===== config.mk =====
export PLATFORM = sky130hd
export DESIGN_NAME = store_commit_writer
export DESIGN_NICKNAME = d
export VERILOG_FILES = /design/src/rtl/store_commit_writer.sv
export SDC_FILE = /design/constraint.sdc
export NUM_CORES = 1
export LEC_CHECK = 0
export ABC_AREA = 1
export CORE_AREA = 2 2 203 205
export CTS_BUF_LIST = sky130_fd_sc_hd__clkbuf_8
export DETAILED_ROUTE_END_ITERATION = 7
export DIE_AREA = 0 0 205 207
export PLACE_DENSITY = 0.54
export SYNTH_ARGS = -nofsm -noshare
export SYNTH_HDL_FRONTEND = slang
export SYNTH_SLANG_ARGS = --single-unit
export TNS_END_PERCENT = 100

===== constraint.sdc =====
create_clock -name clk -period 4.9 [get_ports clk]
set_input_delay 0.98 -clock clk [delete_from_list [all_inputs] [get_ports clk]]
set_output_delay 0.98 -clock clk [all_outputs]
set_load 0.01 [all_outputs]

===== src/rtl/store_commit_writer.sv =====
// store_commit_writer
// Memory-side responder for ROB store commits. Committed stores are queued
// and each one is serialised into little-endian byte writes on the shared
// 8-bit RAM/IO bus once the memory arbiter grants access. Only rst discards
// queued stores; a mispredict flush has no effect here.
module store_commit_writer #(
    parameter int DEPTH = 4,
    parameter int PTR_W = 2
) (
    input  logic             clk,
    input  logic             rst,
    input  logic             rdy,
    input  logic             rob_write_mem,
    input  logic [1:0]       rob_mem_size,
    input  logic [31:0]      rob_mem_addr,
    input  logic [31:0]      rob_mem_value,
    output logic             store_full,
    output logic             store_empty,
    output logic [PTR_W:0]   store_pending,
    output logic             mem_req,
    input  logic             mem_grant,
    output logic [31:0]      mem_a,
    output logic [7:0]       mem_dout,
    output logic             mem_wr,
    input  logic             io_buffer_full,
    output logic             store_done
);

    typedef enum logic [1:0] {
        IDLE    = 2'd0,
        REQ     = 2'd1,
        WRITE   = 2'd2,
        WAIT_IO = 2'd3
    } state_t;

    state_t           state;
    state_t           state_nxt;
    logic [1:0]       k;
    logic [1:0]       k_nxt;
    logic [PTR_W-1:0] wr_ptr;
    logic [PTR_W-1:0] rd_ptr;
    logic [PTR_W:0]   count;

    // Store queue payload; no reset needed, validity is tracked by count.
    logic [1:0]       q_size  [DEPTH];
    logic [31:0]      q_addr  [DEPTH];
    logic [31:0]      q_value [DEPTH];

    logic             push;
    logic             pop;
    logic [1:0]       head_size;
    logic [31:0]      head_addr;
    logic [31:0]      head_value;
    logic [31:0]      byte_addr;
    logic [7:0]       byte_data;
    logic             io_hit;

    // Index of the final byte of a store: sizes 2 and 3 are both words.
    function automatic logic [1:0] last_byte_idx(input logic [1:0] size);
        case (size)
            2'd0:    last_byte_idx = 2'd0;
            2'd1:    last_byte_idx = 2'd1;
            default: last_byte_idx = 2'd3;
        endcase
    endfunction

    // Select byte k of a little-endian value.
    function automatic logic [7:0] select_byte(input logic [31:0] value, input logic [1:0] idx);
        select_byte = value[{idx, 3'b000} +: 8];
    endfunction

    assign push          = rdy & rob_write_mem & ~store_full;
    assign store_full    = (count == (PTR_W+1)'(DEPTH));
    assign store_empty   = (count == '0) && (state == IDLE);
    assign store_pending = count;

    assign head_size  = q_size[rd_ptr];
    assign head_addr  = q_addr[rd_ptr];
    assign head_value = q_value[rd_ptr];
    assign byte_addr  = head_addr + {30'd0, k};
    assign byte_data  = select_byte(head_value, k);
    // The UART region is decoded from the byte actually being written.
    assign io_hit     = (byte_addr[17:16] == 2'b11);

    // Queue payload write on an accepted commit.
    always_ff @(posedge clk) begin
        if (push) begin
            q_size[wr_ptr]  <= rob_mem_size;
            q_addr[wr_ptr]  <= rob_mem_addr;
            q_value[wr_ptr] <= rob_mem_value;
        end
    end

    // Queue pointers and occupancy; pointers wrap naturally at DEPTH.
    always_ff @(posedge clk) begin
        if (rst) begin
            wr_ptr <= '0;
            rd_ptr <= '0;
            count  <= '0;
        end else begin
            if (push) begin
                wr_ptr <= wr_ptr + 1'b1;
            end
            if (pop) begin
                rd_ptr <= rd_ptr + 1'b1;
            end
            case ({push, pop})
                2'b10:   count <= count + 1'b1;
                2'b01:   count <= count - 1'b1;
                default: count <= count;
            endcase
        end
    end

    // FSM state and byte counter register.
    always_ff @(posedge clk) begin
        if (rst) begin
            state <= IDLE;
            k     <= 2'd0;
        end else begin
            state <= state_nxt;
            k     <= k_nxt;
        end
    end

    // Next-state logic and bus outputs; rdy low freezes everything.
    always_comb begin
        state_nxt  = state;
        k_nxt      = k;
        mem_req    = 1'b0;
        mem_wr     = 1'b0;
        mem_a      = 32'd0;
        mem_dout   = 8'd0;
        store_done = 1'b0;
        pop        = 1'b0;

        case (state)
            IDLE: begin
                // A commit arriving this cycle is enough to start requesting
                // next cycle, which keeps the push-to-request latency at one.
                if ((count != '0) || push) begin
                    state_nxt = REQ;
                end
            end
            REQ: begin
                mem_req = 1'b1;
                if (mem_grant) begin
                    state_nxt = WRITE;
                    k_nxt     = 2'd0;
                end
            end
            WRITE: begin
                mem_req  = 1'b1;
                mem_a    = byte_addr;
                mem_dout = byte_data;
                if (io_hit && io_buffer_full) begin
                    state_nxt = WAIT_IO;
                end else begin
                    mem_wr = 1'b1;
                    if (k == last_byte_idx(head_size)) begin
                        pop        = 1'b1;
                        store_done = 1'b1;
                        state_nxt  = IDLE;
                        k_nxt      = 2'd0;
                    end else begin
                        k_nxt = k + 2'd1;
                    end
                end
            end
            WAIT_IO: begin
                mem_req = 1'b1;
                if (!io_buffer_full) begin
                    state_nxt = WRITE;
                end
            end
            default: begin
                state_nxt = IDLE;
            end
        endcase

        if (!rdy) begin
            state_nxt  = state;
            k_nxt      = k;
            mem_wr     = 1'b0;
            store_done = 1'b0;
            pop        = 1'b0;
        end
    end

endmodule


Yosys cells after proc, flatten, opt, wreduce, memory -nomap -nowiden
Memories as Yosys holds them, arrays and structs flattened. A register that Yosys moved wholly into a read port is not among the register bits.
Cells that the tools add are included.
{"block": "classes", "n_reduce_logical": 12, "mux": 32, "n_bitwise": 3, "n_eq_ne": 14, "shift": 1, "addsub": 6}
{"op": "$add 32x2->32", "n": 1}
{"op": "$mux 2", "n": 16}
{"op": "$mux 32", "n": 1}
{"op": "$shiftx 32x6->8", "n": 1}
{"op": "$mux 1", "n": 10}
{"op": "$eq 2x2->1 const B", "n": 4}
{"op": "$mux 8", "n": 1}
{"op": "$pmux 2 s2", "n": 2}
{"op": "$pmux 2 s4", "n": 1}
{"op": "$add 2x1->2 const B", "n": 3}
{"op": "$eq 2x1->1 const B", "n": 3}
{"op": "$ne 2x2->1 const B", "n": 3}
{"op": "$pmux 3 s2", "n": 1}
{"op": "$reduce_and 5->1", "n": 1}
{"op": "$logic_not 2->1", "n": 2}
{"op": "$reduce_and 4->1", "n": 1}
{"op": "$reduce_bool 2->1", "n": 2}
{"op": "$add 3x1->3 const B", "n": 1}
{"op": "$eq 3x3->1 const B", "n": 1}
{"op": "$logic_not 3->1", "n": 1}
{"op": "$ne 3x3->1 const B", "n": 1}
{"op": "$reduce_bool 3->1", "n": 1}
{"op": "$reduce_or 3->1", "n": 1}
{"op": "$sub 3x1->3 const B", "n": 1}
{"op": "6 further kinds", "n": 8}
{"block": "word_totals", "wordCells": 76, "n_memories": 3, "ram_bits": 264, "reg_bits": 11, "out_inout_bits": 48, "inputBits": 72}
{"name": "q_addr", "depth": 4, "width": 32, "rd": 1, "rd_ports_with_merged_regs": 1, "write_ports": 1, "line": "46", "source": "logic [31:0] q_addr [DEPTH];"}
{"name": "q_value", "depth": 4, "width": 32, "rd": 1, "rd_ports_with_merged_regs": 1, "write_ports": 1, "line": "47", "source": "logic [31:0] q_value [DEPTH];"}
{"name": "q_size", "depth": 4, "width": 2, "rd": 1, "rd_ports_with_merged_regs": 1, "write_ports": 1, "line": "45", "source": "logic [1:0] q_size [DEPTH];"}

Logic depth before layout (Yosys ltp)
{"block": "depth", "depth_word": 12, "ltp_mapped": 28, "depth_no_buf": 22}

Least setup slack after synthesis
OpenSTA, ideal clock, no wires.
{"block": "synth_timing", "kind": "input to register", "from": "input port rob_write_mem", "to": "memory q_addr[0][0], enable pin", "t_arrival_ps": 3976, "cell_stages": 2, "path_slack_ps": 433, "required_ps": 4409, "setup_time_ps": 491, "n_path_buf": 0, "path_cell_list": "nand3_1 -> nor2_1"}
{"block": "synth_between", "elab_chain_cells": 4}
{"item": "start: declaration", "line": "13", "source": "input logic rob_write_mem,"}
{"item": "$and 1x1->1 (2 in a row)", "line": "72", "source": "assign push = rdy & rob_write_mem & ~store_full;"}
{"item": "$mux 1", "line": "87", "source": "if (push) begin"}
{"item": "$mux 1 (implied by the code)", "line": "89", "source": "q_addr[wr_ptr] <= rob_mem_addr;"}
{"item": "end: declaration", "line": "46"}
No other way between the ends.

==> out/metrics.yaml <==
yosys:
  ys_ff_latch: 277
  synthFlopType: "edfxtp_1"
  avgSynthCellArea_sq_um: 11.7
  yosys_warnings: 0
  syn_inst: 1024
  yosysSeqAreaShare_pct: 68.4
  syn_nets: 1105
  synth-edff-count: 264
  async_flop_share_pct: 0
  ys_types: 48
  syn_area_sq_um: 12000
detailed_routing:
  wl_per_cell_um: 18.3
  first_pass_iters: 5
  vias: 8198
  drc_errors: 0
  wl_um: 31500
  ant_nets: 0
  drt_iter0_markers: 523
  via_per_inst: 4.74
cells_and_area:
  final_common_cell: "edfxtp_1"
  final_nets: 1240
  multi_input_area_sq_um: 3320
  final_cell_mix: "264 x edfxtp_1, 177 x nand2_1, 127 x nor2_1"
  instances_no_fill: 1728
  area_growth_syn_to_layout_pct: 22.2
  final_layout_size_suffix_gt1_share_pct: 10.5
  seq_area_sq_um: 8200
  nFillCells: 4019
clock_network:
  cts_buffers: 46
  clk_pin_slew_ns: 0.06
  cts_tree: "yes"
  clock-sinks: 277
  clk_latency_ns: 0.58
  htreeDepth: 2
  clock_path_buffers: 3
  cts_root_buf: "clkbuf_8"
worst_setup_path:
  worstPathMaxFanout: 13
  required_ns: 3.92
  worstSetupPathType: "reg -> out"
  slowest_stage: "clkdlybuf4s50_1"
  start_kind: "flip-flop"
  crit_path_end_kind: "primary output"
  critPathMaxStageDelay_ns: 0.56
  crit_family: "buffers and inverters"
  cp_data_arrival_time_ns: 3.70
  crit_buf_inv: 4
  crit_chain: "clkinv_4 -> o21ai_1 -> o22ai_1 -> ha_1 -> a21oi_1 -> nor2_4 -> nand2_2 -> nor2_1 -> inv_1 -> nor3_1 -> buf_4 -> nand4_1 -> xor2_1 -> nor2_2 -> clkdlybuf4s50_1"
global_routing:
  grt_pass1_wl_um: 48000
  grt_usage_pct: 14.8
  grt_max_degree: 71
  grt-ovfl-total: 0
  grt_antenna_before_repair: 1
  grt_pass1_vias: 8006
power:
  p_seq_share_pct: 55.2
  irDropWorstVdd_uv: 321
  p_int_uw: 3730
  powerDensity_nw_per_um2: 331
  p_sw_uw: 1110
  p_clk_share_pct: 38.0
  finalPower_uw: 4840
  p_sw_share_pct: 23.0
  leakage_uw: 0.00498
  comb_power_share_pct: 6.9
sta:
  slew_viol_final: 0
  hold_viol_final: 0
  relSlewSlack_pct: 48.5
  rsz0062_at_grt: "true"
  min_period_ns: 4.68
  fin_crit_sh_pct: 95.5
  setup_viol: 0
  max_freq_mhz: 214
  worst_slew_pin_slew_ns: 0.770
  fin_worst_skew_ns: 0.0215
  fin_tns_setup_ns: 0
floorplan:
  die_h_um: 207
  pin_count: 120
  coreArea_sq_um: 40400
  die_x_um: 205
  dieArea_sq_um: 42400
  rows: 74
  start_util_pct: 29.7
flow_run:
  maxCapViolCount: 0
placed_design:
  placedCellCount: 1643
  gp_congestion: 0.839
  hpwl_um: 19700
  io_buffers: 119
worst_hold_path:
  min_path_type: "reg -> reg"
  worstHoldStart: "store_pending[2]"
status:
  outcome: "complete, no violations"
## per-layer routing
metal / vias to the layer above / wire (um) / GRT usage (%)
li1: 3957 / - / -
met1: 3950 / 14400 / 20.5
met2: 238 / 14700 / 23.6
met3: 53 / 1870 / 3.12
met4: 0 / 612 / 3.80
met5: - / 0 / 0
## through the flow
stage | setup slack [ns] | utilization, % | instance area [sq um] | hold WS [ns]
final | 0.223 | 36.3 | 14600 | 0.504
after global routing | -0.0186 | 36.3 | 14600 | 0.536
after CTS | 0.00581 | 36.1 | 14600 | 0.506
after detailed placement | 0.615 | 34.1 | 13800 | 0.496
after global placement | 0.673 | 34.1 | 13800 | 0.489
after floorplan | 0.433 | - | 12000 | 0.460
## worst reg2reg max path, stage by stage, from the launching register on
cell	delay, ns
dfxtp_4	0.37
clkinv_4	0.10
buf_4	0.35
buf_4	0.61
o21ai_0	0.32
nand4_1	0.13
and3_1	0.25
nand4_1	0.19
inv_1	0.17
ha_1	0.16
inv_1	0.07
fa_1	0.37
a21oi_1	0.15
o21ai_0	0.11
o21ai_0	0.15
a21oi_1	0.05
## cell usage after synthesis, types with 2 or more instances
master | instances | area [sq um]
o21ai_1 | 2 | 10.0
clkbuf_1 | 24 | 90.1
edfxtp_1 | 264 | 7930
o21ai_0 | 98 | 490
a41oi_1 | 8 | 70.1
fa_1 | 2 | 40.0
xor2_1 | 5 | 43.8
ha_1 | 7 | 87.6
nand2_2 | 7 | 43.8
buf_4 | 3 | 22.5
buf_6 | 12 | 135
nor2_2 | 8 | 50.1
a32oi_2 | 3 | 48.8
a32oi_1 | 2 | 17.5
nand3_2 | 4 | 40.0
inv_2 | 5 | 18.8
o21a_1 | 5 | 37.5
o22ai_2 | 3 | 37.5
dfxtp_1 | 13 | 260
nor2_4 | 8 | 90.1
buf_2 | 7 | 35.0
a21oi_1 | 39 | 195
inv_1 | 42 | 158
buf_8 | 2 | 30.0
a32o_1 | 2 | 20.0
nand4_1 | 8 | 50.1
o22ai_1 | 37 | 231
buf_1 | 3 | 11.3
nand3_1 | 65 | 325
nand2_1 | 177 | 664
nor2_1 | 133 | 499
nor3_1 | 10 | 50.1
## what timing repair did
item | in CTS | in global routing
buffers inserted | 0 | 0
cloned | 0 | 0
hold buffers | 0 | 0
resized for setup | 1 | 13
endpoints found under the setup margin | 2 | 10
pin swaps | 0 | 2
## layout make-up
| type | instances | area share, % |
|---|---|---|
| Sequential cell | 277 | 56.0 |
| Multi-Input combinational cell | 646 | 22.7 |
| Timing Repair Buffer | 138 | 9.72 |
| Tap cell | 532 | 4.55 |
| Clock buffer | 47 | 4.42 |
| Inverter | 50 | 1.40 |
| Clock inverter | 37 | 1.20 |
| Antenna cell | 1 | 0.0171 |
## power by group through the flow
stage / clock network, uW / logic, uW / registers, uW
2_1_floorplan: 0 / 154 / 2720
3_3_place_gp: 0 / 329 / 2720
3_5_place_dp: 0 / 331 / 2720
4_1_cts: 1910 / 333 / 2670
5_1_grt: 2020 / 364 / 2670
6_report: 1840 / 332 / 2670
## state kept, by name, indices dropped and copies added, names as in the netlist, named ones only
name	count
q_addr	128
q_value	128
q_size	8
store_pending	3
k	2
rd_ptr	2
state	2
wr_ptr	2
## path summary, 6_finish.rpt
path	endpoint	slack [ns]	cells after the start
min	store_pending[2]	0.50	2
max	mem_a[31]	0.22	15
max reg2reg	store_pending[2]	1.22	15
min reg2reg	store_pending[2]	0.50	2
## cells by family after synthesis
kind of cell,count (synthesis),share of synthesized area (%)
compound gates,204,10.2
buf+inv,101,4.34
xor+xnor,5,0.366
flops,277,68.4
simple gates,428,15.7
fa+ha+maj,9,1.07
Note: power is estimated with default switching activity, not from simulation.
